`config.mk`:
```
export PLATFORM = sky130hd
export DESIGN_NAME = controller_flat
export DESIGN_NICKNAME = d
export VERILOG_FILES = /design/src/rtl/controller_if.sv /design/src/rtl/controller.sv /design/src/flat_wrapper.sv
export SDC_FILE = /design/constraint.sdc
export NUM_CORES = 1
export LEC_CHECK = 0
export CAP_MARGIN = 20
export CORE_MARGIN = 3
export CORE_UTILIZATION = 30
export DETAILED_ROUTE_END_ITERATION = 16
export GPL_TIMING_DRIVEN = 0
export PLACE_DENSITY = 0.71
export SYNTH_ARGS = -nofsm -noshare
export SYNTH_HDL_FRONTEND = slang
export SYNTH_SLANG_ARGS = --single-unit
```
`constraint.sdc`:
```
create_clock -name clk -period 3.6 [get_ports clk]
set_input_delay 0.9 -clock clk [delete_from_list [all_inputs] [get_ports clk]]
set_output_delay 0.9 -clock clk [all_outputs]
set_load 0.02 [all_outputs]
```
`src/rtl/controller_if.sv`:
```
// Control-unit bus: instruction and datapath flags in, datapath/memory/port
// enables and ALU operation out.
interface controller_if;
    logic [15:0] Inst;
    logic [3:0]  ALUFlags;
    logic        RegWrite;
    logic        MemWrite;
    logic        ALUSrc;
    logic        PCSrc;
    logic        PortWrite;
    logic [3:0]  ALUControl;
    logic        IllegalOp;

    modport master (
        output Inst, ALUFlags,
        input  RegWrite, MemWrite, ALUSrc, PCSrc, PortWrite, ALUControl, IllegalOp
    );

    modport slave (
        input  Inst, ALUFlags,
        output RegWrite, MemWrite, ALUSrc, PCSrc, PortWrite, ALUControl, IllegalOp
    );
endinterface

```
`src/rtl/controller.sv`:
```
// Instruction decoder/sequencer: one-cycle BOOT after reset, single-cycle EXEC,
// and a second LOAD2 cycle for loads. Flags are registered from ALU ops only.
module controller (
    input  logic        clk,
    input  logic        rst_n,
    controller_if.slave bus
);

    typedef enum logic [1:0] {BOOT, EXEC, LOAD2} state_t;

    state_t      state, state_nx;
    logic [3:0]  flags_q;
    logic        illegal_q;
    logic [4:0]  opcode;
    logic        cond_true;
    logic        flag_load;
    logic        illegal_set;
    logic        reg_write, mem_write, alu_src, pc_src, port_write;
    logic [3:0]  alu_ctrl;

    assign opcode = bus.Inst[15:11];

    // Branch condition uses the registered flags {N,Z,C,V}.
    always_comb begin
        cond_true = 1'b0;
        case (bus.Inst[1:0])
            2'b00:   cond_true = flags_q[2];
            2'b01:   cond_true = ~flags_q[2];
            2'b10:   cond_true = flags_q[1];
            default: cond_true = flags_q[3];
        endcase
    end

    always_comb begin
        state_nx    = state;
        reg_write   = 1'b0;
        mem_write   = 1'b0;
        alu_src     = 1'b0;
        pc_src      = 1'b0;
        port_write  = 1'b0;
        alu_ctrl    = '0;
        flag_load   = 1'b0;
        illegal_set = 1'b0;
        case (state)
            BOOT: state_nx = EXEC;
            LOAD2: begin
                state_nx  = EXEC;
                reg_write = 1'b1;
                alu_src   = bus.Inst[0];
            end
            EXEC: begin
                if (!opcode[4]) begin
                    alu_ctrl  = opcode[3:0];
                    alu_src   = bus.Inst[0];
                    reg_write = 1'b1;
                    flag_load = 1'b1;
                end else begin
                    case (opcode)
                        5'b10000: begin pc_src = 1'b1; alu_src = bus.Inst[0]; end
                        5'b10001: begin pc_src = cond_true; alu_src = 1'b1; end
                        5'b10010: begin
                            pc_src    = 1'b1;
                            reg_write = 1'b1;
                            alu_src   = bus.Inst[0];
                        end
                        5'b10011: begin mem_write = 1'b1; alu_src = bus.Inst[0]; end
                        5'b10100: begin state_nx = LOAD2; alu_src = bus.Inst[0]; end
                        5'b10101: begin port_write = 1'b1; alu_src = bus.Inst[0]; end
                        5'b10110: begin reg_write = 1'b1; alu_src = bus.Inst[0]; end
                        5'b10111: ;
                        default:  illegal_set = 1'b1;
                    endcase
                end
            end
            default: state_nx = BOOT;
        endcase
    end

    always_ff @(posedge clk or negedge rst_n) begin
        if (!rst_n) state <= BOOT;
        else        state <= state_nx;
    end

    always_ff @(posedge clk or negedge rst_n) begin
        if (!rst_n) begin
            flags_q   <= '0;
            illegal_q <= 1'b0;
        end else begin
            if (flag_load)   flags_q   <= bus.ALUFlags;
            if (illegal_set) illegal_q <= 1'b1;
        end
    end

    assign bus.RegWrite   = reg_write;
    assign bus.MemWrite   = mem_write;
    assign bus.ALUSrc     = alu_src;
    assign bus.PCSrc      = pc_src;
    assign bus.PortWrite  = port_write;
    assign bus.ALUControl = alu_ctrl;
    assign bus.IllegalOp  = illegal_q;

endmodule

```
`src/flat_wrapper.sv`:
```
// flat-port wrapper written by rule: the top's interface ports become plain ports
module controller_flat 
  (clk, rst_n, bus_Inst, bus_ALUFlags, bus_RegWrite, bus_MemWrite, bus_ALUSrc, bus_PCSrc, bus_PortWrite, bus_ALUControl, bus_IllegalOp);
  controller_if bus_i ();
  input  logic clk;
  input  logic rst_n;
  input wire logic [$bits(bus_i.Inst)-1:0] bus_Inst;
  input wire logic [$bits(bus_i.ALUFlags)-1:0] bus_ALUFlags;
  output wire logic [$bits(bus_i.RegWrite)-1:0] bus_RegWrite;
  output wire logic [$bits(bus_i.MemWrite)-1:0] bus_MemWrite;
  output wire logic [$bits(bus_i.ALUSrc)-1:0] bus_ALUSrc;
  output wire logic [$bits(bus_i.PCSrc)-1:0] bus_PCSrc;
  output wire logic [$bits(bus_i.PortWrite)-1:0] bus_PortWrite;
  output wire logic [$bits(bus_i.ALUControl)-1:0] bus_ALUControl;
  output wire logic [$bits(bus_i.IllegalOp)-1:0] bus_IllegalOp;
  assign bus_i.Inst = bus_Inst;
  assign bus_i.ALUFlags = bus_ALUFlags;
  assign bus_RegWrite = bus_i.RegWrite;
  assign bus_MemWrite = bus_i.MemWrite;
  assign bus_ALUSrc = bus_i.ALUSrc;
  assign bus_PCSrc = bus_i.PCSrc;
  assign bus_PortWrite = bus_i.PortWrite;
  assign bus_ALUControl = bus_i.ALUControl;
  assign bus_IllegalOp = bus_i.IllegalOp;
  controller u_core (.clk(clk), .rst_n(rst_n), .bus(bus_i));
endmodule
```
### Yosys cells after proc, flatten, opt, wreduce, memory -nomap -nowiden

Cells that the tools add are included.

* register bits: 7
* input port bits: 22
* output and inout bits: 10
* logic and storage cells: 52

* equal/unequal tests: 14
* mux-type cells: 26
* bitwise gates (word level): 1
* reductions and logical operators: 8

Operators with widths (number)
* $eq 5x5->1 const B: 8
* $mux 1: 16
* $mux 4: 2
* $pmux 1 s2: 4
* $reduce_or 8->1: 1
* $reduce_or 2->1: 3
* $reduce_or 6->1: 1
* $eq 2x1->1 const B: 2
* $eq 2x2->1 const B: 2
* $logic_not 2->1: 2
* $mux 2: 2
* $ne 2x2->1 const B: 2
* $pmux 2 s2: 1
* $pmux 1 s3: 1
* $reduce_and 2->1: 1
* $not 1->1: 1

### Longest topological paths before layout

* depth after elaboration: 5
* gate-level depth with buffers: 5

### Least setup slack after synthesis

No wires, ideal clock.

* kind: input-to-output
* start: input port bus_Inst[14]
* end: output port bus_ALUSrc
* arrival: 1.762 ns
* path slack: 0.938 ns
* cell stages on the path: 3
* path buffers: 0
* cell sequence: and4bb_1 -> a31oi_1 -> nor3b_1

* word-level cells in the longest chain between the ends: 5

Ends and longest elaborated chain
* from (decl): line flat_wrapper.sv:7 `input wire logic [$bits(bus_i.Inst)-1:0] bus_Inst;`
* $eq 5x5->1: line controller.sv:58 `case (opcode)`
* $reduce_or 6->1 (no line)
* $pmux 1 s2 *: line controller.sv:58
* $mux 1 *: line controller.sv:52 `if (!opcode[4]) begin`
* $pmux 1 s2 *: line controller.sv:44 `case (state)`
* to (decl): line flat_wrapper.sv:11 `output wire logic [$bits(bus_i.ALUSrc)-1:0] bus_ALUSrc;`

Mark *: on every way between the ends. The rest lies on a longest branch, timed or not.

### Worst setup path in the final report

* start: input port bus_Inst[1]
* end: output port bus_PCSrc

* word-level cells in the longest chain between the ends: 5

Ends and longest elaborated chain
* $eq 2x2->1, or another cell as far along: line controller.sv:26 `case (bus.Inst[1:0])`
* $pmux 1 s3 *: line controller.sv:26
* $pmux 1 s2 *: line controller.sv:58
* $mux 1 *: line controller.sv:52
* $mux 1 *: line controller.sv:44
* to (decl): line flat_wrapper.sv:12 `output wire logic [$bits(bus_i.PCSrc)-1:0] bus_PCSrc;`

Marked as above.

==> key figures <==
Synthesis
  – Async S/R FF share, synth: 1.000
  – Count leader, synth: dfrtp_1
  – Distinct cells, synth: 24
  – Post-Syn Nets: between 70 and 80
  – Post-synth EDFFs: 0
  – Post-Synthesis Cells: 49
  – Ys Warns: 0
  – Synth top area share: 0.3297
  – Synth top cells by count: 6 x dfrtp_1, 5 x and2_1, 4 x nor2_1
  – Syn avg cell area: 9.295 um2
  – Top FF cell, synth: dfrtp_1
  – Register bit total from synthesis: 6
  – Synth area leader: dfrtp_1
  – Synth area leaders: dfrtp_1 33%, ha_1 8.2%, mux2_1 7.4%, and2_1 6.9%, mux2i_1 4.4%
  – Sequential share of the synthesized area: 0.3297
  – Mapped cell area: ~460 um2

Global route
  – Via count of the first global-routing pass: ~400
  – Number of antenna violations at the first check in global routing: 0
  – Total overflow reported by the global router: 0
  – Largest net degree at the start of global routing: 10
  – GRT Resource Usage Total: 0.1133
  – First-pass GRT wire length: around 1600 um

Setup path
  – WP data arrival: roughly 2.6 ns
  – CP startpoint kind: primary input
  – Worst r2r src: u_core.state[1]
  – R2R setup slack: ~2 ns
  – Reg2Reg Depth: 4
  – CP required: roughly 2.7 ns
  – Kind of critical path: primary input to output pin
  – Worst Setup End Kind: output pin
  – Reg2reg end: u_core.flags_q[3]
  – CP max FO: 3

STA
  – RSZ-0062 raised after global routing: false
  – Slew @ Worst Pin: 0.3642 ns
  – Final setup skew: approximately 0.004 ns
  – Tcrit/Tclk final: 0.9646
  – Slew margin rel.: 0.7540
  – Max frequency: 288.0 MHz
  – Final Hold Vio Count: 0
  – Final setup violation count: 0
  – Crit path time final: between 3 and 4 ns
  – Fin. max-slew vios: 0

Finish
  – Nets: ~100
  – Layout cells sized above 1: 0.08333
  – # diodes: 0
  – Layout Utilization: 0.5073
  – Area Growth Syn to Fin: 52.20%
  – Post-route cell area: approximately 690 um2

Die
  – Core Area: ~1400 um2
  – Die W: between 40 and 50 um
  – Die height: approximately 45 um
  – Initial Util: 0.3333
  – Cell Rows: 13
  – IO Pins: 32
  – DIE AREA: between 2000 and 2500 um2

Hold path
  – Hold crit path type: flop to flop
  – Hold path depth: 1
  – Min-delay src: u_core.bus.IllegalOp
  – Worst Hold End: u_core.bus.IllegalOp

Placement
  – Post-DP Area: between 600 and 700 um2
  – GP Congestion: 0.7025
  – HPWL Detailed: 845.5 um
  – IO buf count: 20

Drt
  – DRC viols: 0
  – Total number of vias: 422
  – WL per Instance: 11.37 um
  – Vias per cell: approximately 4.9
  – DR iter-0 viols: 4
  – Antenna viol nets, final: 0
  – Final WL: ~990 um
  – Router iterations before antenna repair: 3

Power
  – Leak: between 0.2 and 0.3 nW
  – Max IR drop VDD: 0.2635 mV
  – Pwr dens: between 400 and 500 nW/um2

CTS
  – Total CTS buffers: 3
  – Clock Path Buffers: 2
  – CTS tree: built
  – Clock H-tree levels: 1
  – Root Driver: clkbuf_4
  – Clock slew at reported path FFs: 0.04 ns
  – Post CTS Setup Buffer Count: 0
  – Clk sinks: 6
  – Clock Latency Late Sink: 0.24 ns

Flow run
  – # Max-Cap Violations: 0

Outcome
  – Status: finished, final reports clean
## area by class of cell
cell class,instances,area (um2)
plain buffers,1,7.507
clock buffers,3,22.52
fillers,145,673.1
inverters,3,11.26
multi-input cells,39,286.5
flip-flops and latches,6,150.1
well taps,15,18.77
repair buffers,20,196.4
## worst max-delay path: stages
cell	delay (ns)
clkdlybuf4s50_1	0.51
mux2i_1	0.08
or3_1	0.30
a31oi_1	0.17
clkdlybuf4s50_1	0.62
## report_power, final
group / switching (mW) / total, mW / internal, mW
clock: 0.0221 / 0.0597 / 0.0376
combinational: 0.0843 / 0.171 / 0.0866
sequential: 0.0120 / 0.104 / 0.0921
## worst max-delay path by stage
stage | from | end | slack, ns | cells past startpoint
after CTS | bus_Inst[1] | bus_PCSrc | 0.1 | 5
after global routing | bus_Inst[1] | bus_PCSrc | 0.01 | 5
after floorplan | bus_Inst[14] | bus_ALUSrc | 0.94 | 3
after global placement | bus_Inst[12] | bus_RegWrite | -0.04 | 5
after detailed placement | bus_Inst[12] | bus_RegWrite | -0.06 | 5
final | bus_Inst[1] | bus_PCSrc | 0.13 | 5
## stage by stage
step                cells  worst slack (ns)   TNS, ns  hold WS, ns  power (mW)
finish                 87            0.1275         0       0.4775      0.3347
global route           87           0.01491         0       0.5123      0.3695
CTS                    87           0.09954         0       0.4875      0.3407
detailed placement     84          -0.06346  -0.08712       0.4724      0.2833
global placement       84          -0.03746  -0.03746       0.4737      0.2792
floorplan              49            0.9376         0       0.4497      0.2157
## registers in the layout, summed over array words and instances, names as in the netlist
signal	cells
u_core.flags_q	3
u_core.state	2
u_core.bus.IllegalOp	1
## repair_timing
item	CTS	global route
setup endpoints to repair	2	0
resized for setup	3	0
hold buffers	0	0
## cell families after synthesis
kind of cell	synth area share
AND/OR/NAND/NOR	0.2885
AO/OA/AOI/OAI	0.1401
flip-flops	0.3297
multiplexers	0.1181
buffers and inverters	0.04121
adder cells (fa/ha/maj)	0.08243
## cell usage in the layout (no fill, tap or decap)
cell type / count
nor2_1: 4
a21boi_1: 1
nor3b_1: 1
nor4_1: 1
buf_4: 1
a31oi_1: 3
nand2_1: 3
ha_1: 3
o21ai_0: 1
mux2i_1: 2
o41ai_1: 1
clkdlybuf4s50_1: 17
clkbuf_4: 3
and2_1: 5
nor2b_1: 2
mux2_1: 3
and4bb_1: 1
dlygate4sd2_1: 3
nor2b_2: 1
nand3_1: 1
or3b_1: 1
a31o_2: 1
o21a_1: 2
nand4_1: 1
inv_1: 3
or3_1: 1
dfrtp_1: 6
## metal layers
metal | track usage | vias to the layer above | wire (um)
met5 | 0 | - | 0
met1 | 0.1450 | 183 | 438
met3 | 0.03984 | 2 | 85
li1 | - | 222 | -
met2 | 0.1695 | 15 | 449
met4 | 0.05263 | 0 | 15
(Power assumes the default switching activity.)
==> edit 1 (same settings) <==
Make the reset (`rst_n`) synchronous in 2 clocked blocks.
--- a/src/rtl/controller.sv
+++ b/src/rtl/controller.sv
@@ -78,3 +78,3 @@
 
-    always_ff @(posedge clk or negedge rst_n) begin
+    always_ff @(posedge clk) begin
         if (!rst_n) state <= BOOT;
@@ -83,3 +83,3 @@
 
-    always_ff @(posedge clk or negedge rst_n) begin
+    always_ff @(posedge clk) begin
         if (!rst_n) begin
Formal check against the unedited RTL: differs if rst_n is asserted again (counterexample within 4 cycles, from zero or initial values and one cycle with rst_n low); with rst_n held inactive, the same outputs for 10 cycles.
==> edit 1 against the unedited design <==
  * Setup slack better by 29 ps
  * Design area shrank 2.0%
  * Wire length up 12%
  * Die area down 6.0%
  * Sequential cell count stayed put
  * Core utilization is 5.1 points higher
  * Global-route usage increased by 0.65 points
  * Worst hold slack worse by 7.5 ps
  * Area after synthesis fell by 6.9%
  * Largest cell class unchanged
  * Highest routed layer unchanged
Power is not compared: it rests on default switching activity, and its combinational part moved more than twofold at a synthesized area within 25%.
==> edit 1: results (changes against the unedited design) <==
metric;value;unit;change
post_drt_wl_per_cell;11.8;um;was 11.4 um
crit_slowest_cell;clkdlybuf4s50_1;;unchanged
worst-path-max-fanout;6;;was 3
wl_met2;481;um;was 449 um
first_pass_iters;2;;was 3
clock_latency;240;ps;about the same
root_buffer;clkbuf_4;;unchanged
wl_met1;559;um;was 438 um
yosys_warnings;0;;unchanged
skew;2.08;ps;was 3.99 ps
finalHoldWorstSlack;470;ps;was 477 ps
largest_reg_flops;3;;unchanged
ys_top_cells_by_area;dfxtp_1 (28%), mux2i_1 (9.4%), ha_1 (8.8%);;was dfrtp_1 (33%), ha_1 (8.2%), mux2_1 (7.4%)
cts_buffer_depth;2;;unchanged
critPathMaxStageDelay;590;ps;was 620 ps
status;finished, final reports clean;;unchanged
dp_hpwl;862;um;was 846 um
cts_resized;0;;was 3
first_global_vias;397;;was 403
viasPerCell;5.02;;was 4.85
grt_max_degree;11;;was 10
final_layout_size_suffix_gt1_share;6.25;%;was 8.33%
slew_headroom;75.8;%;was 75.4%
grt_pass1_wl;1730;um;was 1640 um
drt_wl_total;1110;um;was 989 um
ys_top_cells_by_count;nor2_1 (9), dfxtp_1 (6), inv_1 (6);;was dfrtp_1 (6), and2_1 (5), nor2_1 (4)
gp_congestion;0.713;;was 0.703
synth_cells;56;;was 49
met2_usage;17.2;%;was 16.9%
fin_crit_sh;95.7;%;was 96.5%
yosysUniqueCellTypes;21;;was 24
dp.cells;91;;was 84
synth_nets;81;;was 74
r2r_slack;2210;ps;was 2020 ps
critPathArrivalTime;2540;ps;was 2570 ps
drt-initial-drc-count;7;;was 4
async_flop_share;0;%;was 100%
place_ws;45.1;ps;was -63.5 ps
portBuffers;21;;was 20
use_met1;15.9;%;was 14.5%
grt_util_all_layers;12.0;%;was 11.3%
fin_nets;107;;was 99
placed_area;652;um2;was 674 um2
antenna_cells;0;;unchanged
dr_wl_met3;57;um;was 85 um
yosysSeqAreaShare;28.3;%;was 33.0%
use_met3;6.64;%;was 3.98%
edit 1: changes by cell type after synthesis, sizes merged, moves of 4 or more:
cell	before	now
and2	5	0
and3	0	4
dfrtp	6	0
dfxtp	0	6
nor2	4	9
edit 1: where the power goes:
group / switching [mW] / leakage (nW) / internal (mW)
sequential: 0.00245 / 0.0490 / 0.0714
combinational: 0.0348 / 0.239 / 0.0336
clock: 0.0221 / 0.0138 / 0.0376
edit 1: final cells by class:
type | instances | area, um2
Timing Repair Buffer | 21 | 215
Multi-Input combinational cell | 43 | 277
Tap cell | 14 | 17.5
Clock buffer | 3 | 22.5
Inverter | 6 | 22.5
Sequential cell | 6 | 120
Buffer | 1 | 5.00
Fill cell | 117 | 537
edit 1: kinds of logic (layout without fill, tap and decap cells):
family	Yosys count	count (layout)	share of synthesized area, %
simple gates	23	23	26.5
buf+inv	7	31	6.49
fa+ha+maj	3	3	8.85
xor+xnor	1	1	2.07
flops	6	6	28.3
mux	4	4	9.44
compound gates	12	12	18.3
edit 1: tightest hold or removal path: cells and delay by family, from the launching register on:
family / cells / cell delay, ps
compound gates: 1 / 40
flops: 1 / 320
simple gates: 1 / 70
edit 1: final timing paths:
check                                           end                              start  cells past startpoint
hold reg to reg   u_core.bus.IllegalOp$_SDFFE_PN0P_  u_core.bus.IllegalOp$_SDFFE_PN0P_                      2
setup / recovery                       bus_RegWrite                       bus_Inst[11]                      6
setup reg to reg     u_core.flags_q[2]$_SDFFE_PN0P_       u_core.state[1]$_SDFFE_PN0P_                      6
hold / removal    u_core.bus.IllegalOp$_SDFFE_PN0P_  u_core.bus.IllegalOp$_SDFFE_PN0P_                      2
==> edit 2 (same flow settings) <==
Made on the original files. The 3 states of `state_t` get a one-hot encoding in 3 bits.
--- a/src/rtl/controller.sv
+++ b/src/rtl/controller.sv
@@ -8,3 +8,3 @@
 
-    typedef enum logic [1:0] {BOOT, EXEC, LOAD2} state_t;
+    typedef enum logic [2:0] {BOOT = 3'b001, EXEC = 3'b010, LOAD2 = 3'b100} state_t;
 
Function: same outputs for any inputs over 10 cycles, from zero or initial values and one cycle with rst_n low; not proved beyond that.
==> edit 2 against the unedited design <==
  * Area after synthesis grew 11%
  * Synthesized cell count grew 14%
  * Via count increased by 16%
  * Sequential cell count up 1
  * Wire length is 22% higher
  * Count of clock-buffer cells in the layout rose by 1
  * Total power increased by 29%
  * Non-clock buffer count is 3 higher
  * Setup slack better by 11 ps
  * Clock power grew 21%
  * Design area rose by 9.2%
  * Critical endpoint is now bus_RegWrite
  * Highest routed layer unchanged
==> edit 2: results (changes against the unedited design) <==
metric;value;unit;change
r2r_slack;2110;ps;was 2020 ps
first_pass_iters;2;;was 3
drt_wl_total;1210;um;was 989 um
ys_top_cells_by_count;dfrtp_1 (6), nand2_1 (5), o21ai_0 (5);;was dfrtp_1 (6), and2_1 (5), nor2_1 (4)
swShare;36.4;%;was 35.4%
gp_congestion;0.690;;was 0.703
cts_resized;2;;was 3
place_ws;-128;ps;was -63.5 ps
yosysSeqAreaShare;35.0;%;was 33.0%
synth_nets;78;;was 74
synth-compound-area-share;16.4;%;was 14.0%
dp_hpwl;946;um;was 846 um
first_global_vias;406;;was 403
yosys.area_share.xor_xnor;1.74;%;was 0%
ys_top_cells_by_area;dfrtp_1 (30%), mux2_1 (6.7%), dfstp_2 (5.2%);;was dfrtp_1 (33%), ha_1 (8.2%), mux2_1 (7.4%)
worstMarginPinSlew;398;ps;was 364 ps
status;finished, final reports clean;;unchanged
finalPower;0.433;mW;was 0.335 mW
final_layout_size_suffix_gt1_share;15.0;%;was 8.33%
crit_path_end;bus_RegWrite;;was bus_PCSrc
vias;491;;was 422
post_drt_wl_per_cell;12.6;um;was 11.4 um
rr_startpoint;u_core.state[2]$_DFFE_PN0P_;;was u_core.state[1]$_DFFE_PN0P_
startpoint;bus_Inst[12];;was bus_Inst[1]
synth_cells;56;;was 49
clock_latency;260;ps;was 240 ps
skew;4.56;ps;was 3.99 ps
synthAdderAreaFrac;0;%;was 8.24%
fin_nets;103;;was 99
edit 2: changes by cell type after synthesis, moves of 3 or more:
cell | unedited run | this run
and3_1 | 0 | 4
ha_1 | 3 | 0
o21ai_0 | 1 | 5
and2_1 | 5 | 0
edit 2: kinds of logic after synthesis:
logic type | Yosys count
xor gates and xnor gates | 1
muxes | 3
AOI/OAI and AO/OA | 13
DFF | 7
buffers and inverters | 6
and+or+nand+nor | 26
edit 2: cell type report:
class	instances	area, um2
fillers	159	785
multi-input cells	43	298
repair buffers	20	201
flip-flops and latches	7	176
plain buffers	4	27.5
clock buffers	4	26.3
well taps	16	20.0
inverters	2	7.51
edit 2: metal layers:
metal,global-route usage (%),wire length [um],vias up
met3,5.75,68,2
met1,16.2,515,228
met2,16.3,614,10
met4,4.97,10,0
met5,0,0,-
li1,-,-,251
edit 2: worst min-delay path by stage:
stage | start | end | slack [ps] | cells after the start
6_report | u_core.bus.IllegalOp$_DFFE_PN0P_ | u_core.bus.IllegalOp$_DFFE_PN0P_ | 470 | 1
5_1_grt | u_core.bus.IllegalOp$_DFFE_PN0P_ | u_core.bus.IllegalOp$_DFFE_PN0P_ | 510 | 1
4_1_cts | u_core.bus.IllegalOp$_DFFE_PN0P_ | u_core.bus.IllegalOp$_DFFE_PN0P_ | 480 | 1
3_5_place_dp | u_core.bus.IllegalOp$_DFFE_PN0P_ | u_core.bus.IllegalOp$_DFFE_PN0P_ | 470 | 1
3_3_place_gp | u_core.bus.IllegalOp$_DFFE_PN0P_ | u_core.bus.IllegalOp$_DFFE_PN0P_ | 470 | 1
2_1_floorplan | u_core.flags_q[3]$_DFFE_PN0P_ | u_core.flags_q[3]$_DFFE_PN0P_ | 450 | 1
